===== src/rtl/alu_iter_ctrl_pkg.sv =====
// Shared constants for the iterative ALU controller and the 4-bit ALU.
// State codes, ALU op codes and width defaults.
package alu_iter_ctrl_pkg;

  localparam int W_DEF  = 4;
  localparam int CW_DEF = 4;

  localparam logic [1:0] IDLE = 2'd0;
  localparam logic [1:0] RUN  = 2'd1;
  localparam logic [1:0] DONE = 2'd2;

  localparam logic [1:0] OP_SRA = 2'b00;
  localparam logic [1:0] OP_SRL = 2'b01;
  localparam logic [1:0] OP_SUB = 2'b10;
  localparam logic [1:0] OP_ADD = 2'b11;

endpackage


===== src/rtl/alu_iter_ctrl.sv =====
// Applies one ALU op repeatedly to an accumulator, iter times.
// Optional sticky carry/borrow output under `WRAP_FLAG_EN.
module alu_iter_ctrl
  import alu_iter_ctrl_pkg::*;
#(
  parameter int W  = W_DEF,
  parameter int CW = CW_DEF
) (
  input  logic          clk,
  input  logic          reset,
  input  logic          start,
  input  logic [W-1:0]  init_val,
  input  logic [W-1:0]  operand,
  input  logic [1:0]    shamt,
  input  logic [1:0]    op_sel,
  input  logic [CW-1:0] iter,
  output logic [W-1:0]  alu_a,
  output logic [W-1:0]  alu_b,
  output logic [1:0]    alu_c,
  output logic [1:0]    alu_op,
  input  logic [W-1:0]  alu_ans,
  output logic          busy,
  output logic          done,
  output logic [W-1:0]  result,
`ifdef WRAP_FLAG_EN
  output logic          wrap,
`endif
  output logic [CW-1:0] remaining
);

  logic [1:0]    state;
  logic [W-1:0]  acc;
  logic [W-1:0]  opnd;
  logic [1:0]    sh;
  logic [1:0]    ops;
  logic [CW-1:0] rem;

  always_ff @(posedge clk) begin
    if (reset) begin
      state <= IDLE;
      acc   <= '0;
      opnd  <= '0;
      sh    <= '0;
      ops   <= '0;
      rem   <= '0;
`ifdef WRAP_FLAG_EN
      wrap  <= 1'b0;
`endif
    end else begin
      unique case (state)
        IDLE: begin
          if (start) begin
            acc   <= init_val;
            opnd  <= operand;
            sh    <= shamt;
            ops   <= op_sel;
            rem   <= iter;
            state <= (iter != '0) ? RUN : DONE;
`ifdef WRAP_FLAG_EN
            wrap  <= 1'b0;
`endif
          end
        end
        RUN: begin
          acc <= alu_ans;
          if (rem != '0)
            rem <= rem - CW'(1);
          if (rem <= CW'(1))
            state <= DONE;
`ifdef WRAP_FLAG_EN
          // unsigned carry/borrow seen as the result moving the wrong way
          if (ops == OP_ADD && alu_ans < acc)
            wrap <= 1'b1;
          if (ops == OP_SUB && alu_ans > acc)
            wrap <= 1'b1;
`endif
        end
        DONE:    state <= IDLE;
        default: state <= IDLE;
      endcase
    end
  end

  assign alu_a     = acc;
  assign alu_b     = opnd;
  assign alu_c     = sh;
  assign alu_op    = ops;
  assign result    = acc;
  assign remaining = rem;
  assign busy      = (state == RUN) || (state == DONE);
  assign done      = (state == DONE);

endmodule


===== config.mk =====
export PLATFORM = sky130hd
export DESIGN_NAME = alu_iter_ctrl
export DESIGN_NICKNAME = d
export VERILOG_FILES = /design/src/rtl/alu_iter_ctrl_pkg.sv /design/src/rtl/alu_iter_ctrl.sv
export SDC_FILE = /design/constraint.sdc
export NUM_CORES = 1
export LEC_CHECK = 0
export CORE_ASPECT_RATIO = 1.4
export CORE_MARGIN = 1.5
export CORE_UTILIZATION = 43
export DETAILED_ROUTE_END_ITERATION = 10
export GPL_TIMING_DRIVEN = 1
export PLACE_DENSITY_LB_ADDON = 0.3
export SYNTH_ARGS = -nofsm -noshare
export SYNTH_HDL_FRONTEND = slang
export SYNTH_SLANG_ARGS = --single-unit

===== constraint.sdc =====
create_clock -name clk -period 3 [get_ports clk]
set_clock_uncertainty 0.1 [all_clocks]
set_input_delay 0.3 -clock clk [delete_from_list [all_inputs] [get_ports clk]]
set_output_delay 0.3 -clock clk [all_outputs]
set_load 0.01 [all_outputs]

==> impl_results.md <==
- CTS sink count: 18
- GRT Resource Usage Total: 18.2%
- CP Max Fanout: 17
- Status: finished, final reports clean
- Mean area per synthesized cell: 8.63 sq um
- Post-layout util: 68.6%
- Clk pin slew, worst setup/hold paths: 0.10 ns
- Placer Congestion: 0.791
- Initial core utilization: 46.7%
- Worst-Margin Slew: 0.689 ns
- # resized after CTS: 0
- Residual DRC count: 0
- Sequential element share of the synthesized area: 38.7%
- DP Wirelength: 1640 um
- Core area: 2000 sq um
- CP startpoint kind: flop
- Crit share post-route: 69.5%
- Wirelength per Cell: 12.3 um
- Number of H-tree levels: 1
- Worst-case vdd ir drop: 0.394 mV
- CTS tree: built
- Pins Over Slew Limit: 0
- Multi-input combinational cell area: 490 sq um
- Hold Buf Count CTS: 0
- Iter 0 DRT Violations: 9
- First-pass DRT Iterations: 4
- Fraction of layout cells with a size suffix above 1: 4.08%
- Maximum root-to-sink buffer count: 2
- Cell Pwr Density: 545 nW/um^2
- Post-synth EDFFs: 0
- Leak Pwr: 0.535 nW
- Seq cells post-synth: 18
- Minimum clock period after layout: 2.09 ns
- Setup TNS: 0 ns
- Routed WL: 2070 um
- Post-synthesis instance total: 108
- Setup CP Type: flop to flop
- Max-slew headroom: 54.1%
- Synth top cells by count: dfxtp_1 (18), nand2_1 (18), a21oi_1 (12)
- Ant. Diodes: 0
- Syn_nets: 137
- Final setup vio count: 0
- Main area contributors after synthesis: dfxtp_1 (39%), ha_1 (8.1%), nand2_1 (7.2%)
- DR vias: 881
- Final total power: 746 uW
- Worst EP required: 3.09 ns
- Register area: 360 sq um
- Number of global-route vias before repair: 852
- Crit. End Element: flop
- DIE WIDTH: 42.4 um
- DIE AREA: 2460 sq um
- Synth Cell Area: 932 sq um
- Synth cell types: 26
- Vias per cell: 5.24
- First-pass GRT wire length: 3490 um
- Die height: 58.1 um
- Share of the synthesized area in the top cell type: 38.7%
- RSZ-0062 raised after global routing: no
- DRT antenna net count: 0
- Crit path DAT: 2.17 ns
- Async SR Flop Fraction: 0%
- HP Class: flop to flop
- Initial antenna violation count: 0
- CTS buffer count: 3
- Clock root buffer: clkbuf_4
- IO Pins: 45
- Number of max-cap violations: 0
- Site Rows: 19
- Grt ovf: 0
- Fillers: 175
- Synth warn: 0
- Largest net degree at the start of global routing: 19
- Top_reg_cell synth: dfxtp_1
- Fin. Hold Viols: 0
- NumNets Final: 178
- Post-CTS setup repair buffer count: 0
- Fmax: 0.480 GHz
- Area growth from synthesis to layout: 47.0%
- Largest area contributor in the netlist: dfxtp_1
- Port bufs: 44
- Clk Latency, worst-skew pair: 0.29 ns
==> worst max-delay path: stages, from the launching register on <==
cell	delay, ns
dfxtp_1	0.33
inv_1	0.10
ha_1	0.61
mux2i_1	0.30
a31oi_4	0.28
mux2i_1	0.22
nor2_1	0.05
==> layer usage <==
layer	up-vias	global-route usage (%)	wire length [um]
li1	447	-	-
met4	0	8.04	38
met1	397	18.2	816
met3	5	2.49	129
met5	-	0	0
met2	32	36.3	1090
==> registers in the layout, summed over array words and instances, names as in the netlist <==
signal and count:
alu_a 4, alu_b 4, alu_c 2, alu_op 2, remaining 4, state 2
==> worst paths after layout <==
check / startpoint / slack, ns / end / depth (start not counted)
hold / removal: alu_c[1] / 0.36 / alu_c[1] / 2
setup reg to reg: state[1] / 0.91 / remaining[1] / 6
setup / recovery: state[1] / 0.91 / remaining[1] / 6
hold reg to reg: alu_c[1] / 0.36 / alu_c[1] / 2
==> area by class of cell <==
cell class                 count  area share, %
clock buffer                   3           1.64
inverter                       6           1.64
multi-input combinational     75           35.8
sequential                    18           26.3
tap                           21           1.92
timing repair buffer          45           32.7
==> logic make-up after synthesis <==
kind of cell | synth area share [%]
buf+inv | 8.72
compound gates | 21.2
fa+ha+maj | 8.05
mux | 6.44
flops | 38.7
xor+xnor | 1.88
simple gates | 15.0
==> layout by cell type, fill, tap and decap left out, drive strengths merged <==
master,Yosys,layout
nor2,10,10
nor4,1,1
dfxtp,18,18
nand2b,2,2
a32o,2,2
a22oi,1,1
ha,6,6
a31o,1,1
nor3,2,2
o21ai,2,2
clkbuf,1,3
o31ai,1,1
inv,6,6
clkdlybuf4s50,0,44
and2,1,1
o211a,1,1
nand2,18,18
a21o,1,1
mux2i,6,6
buf,8,1
xnor2,2,2
a211oi,5,5
a21oi,12,12
a31oi,1,1
==> power breakdown <==
| group | internal (mW) | leakage [nW] | switching (mW) |
|---|---|---|---|
| combinational | 0.178 | 0.373 | 0.150 |
| sequential | 0.274 | 0.148 | 0.0286 |
| clock | 0.0467 | 0.0138 | 0.0688 |
| total | 0.498 | 0.535 | 0.248 |
==> metrics by stage <==
stage	cells	hold WS (ns)	setup WS (ns)	instance area [sq um]
after floorplan	108	0.336	1.44	932
after global placement	165	0.343	1.00	1350
after detailed placement	165	0.349	0.899	1350
after CTS	168	0.362	0.874	1370
after global routing	168	0.392	0.755	1370
final	168	0.357	0.915	1370
Power figures use the tool's default switching activity.
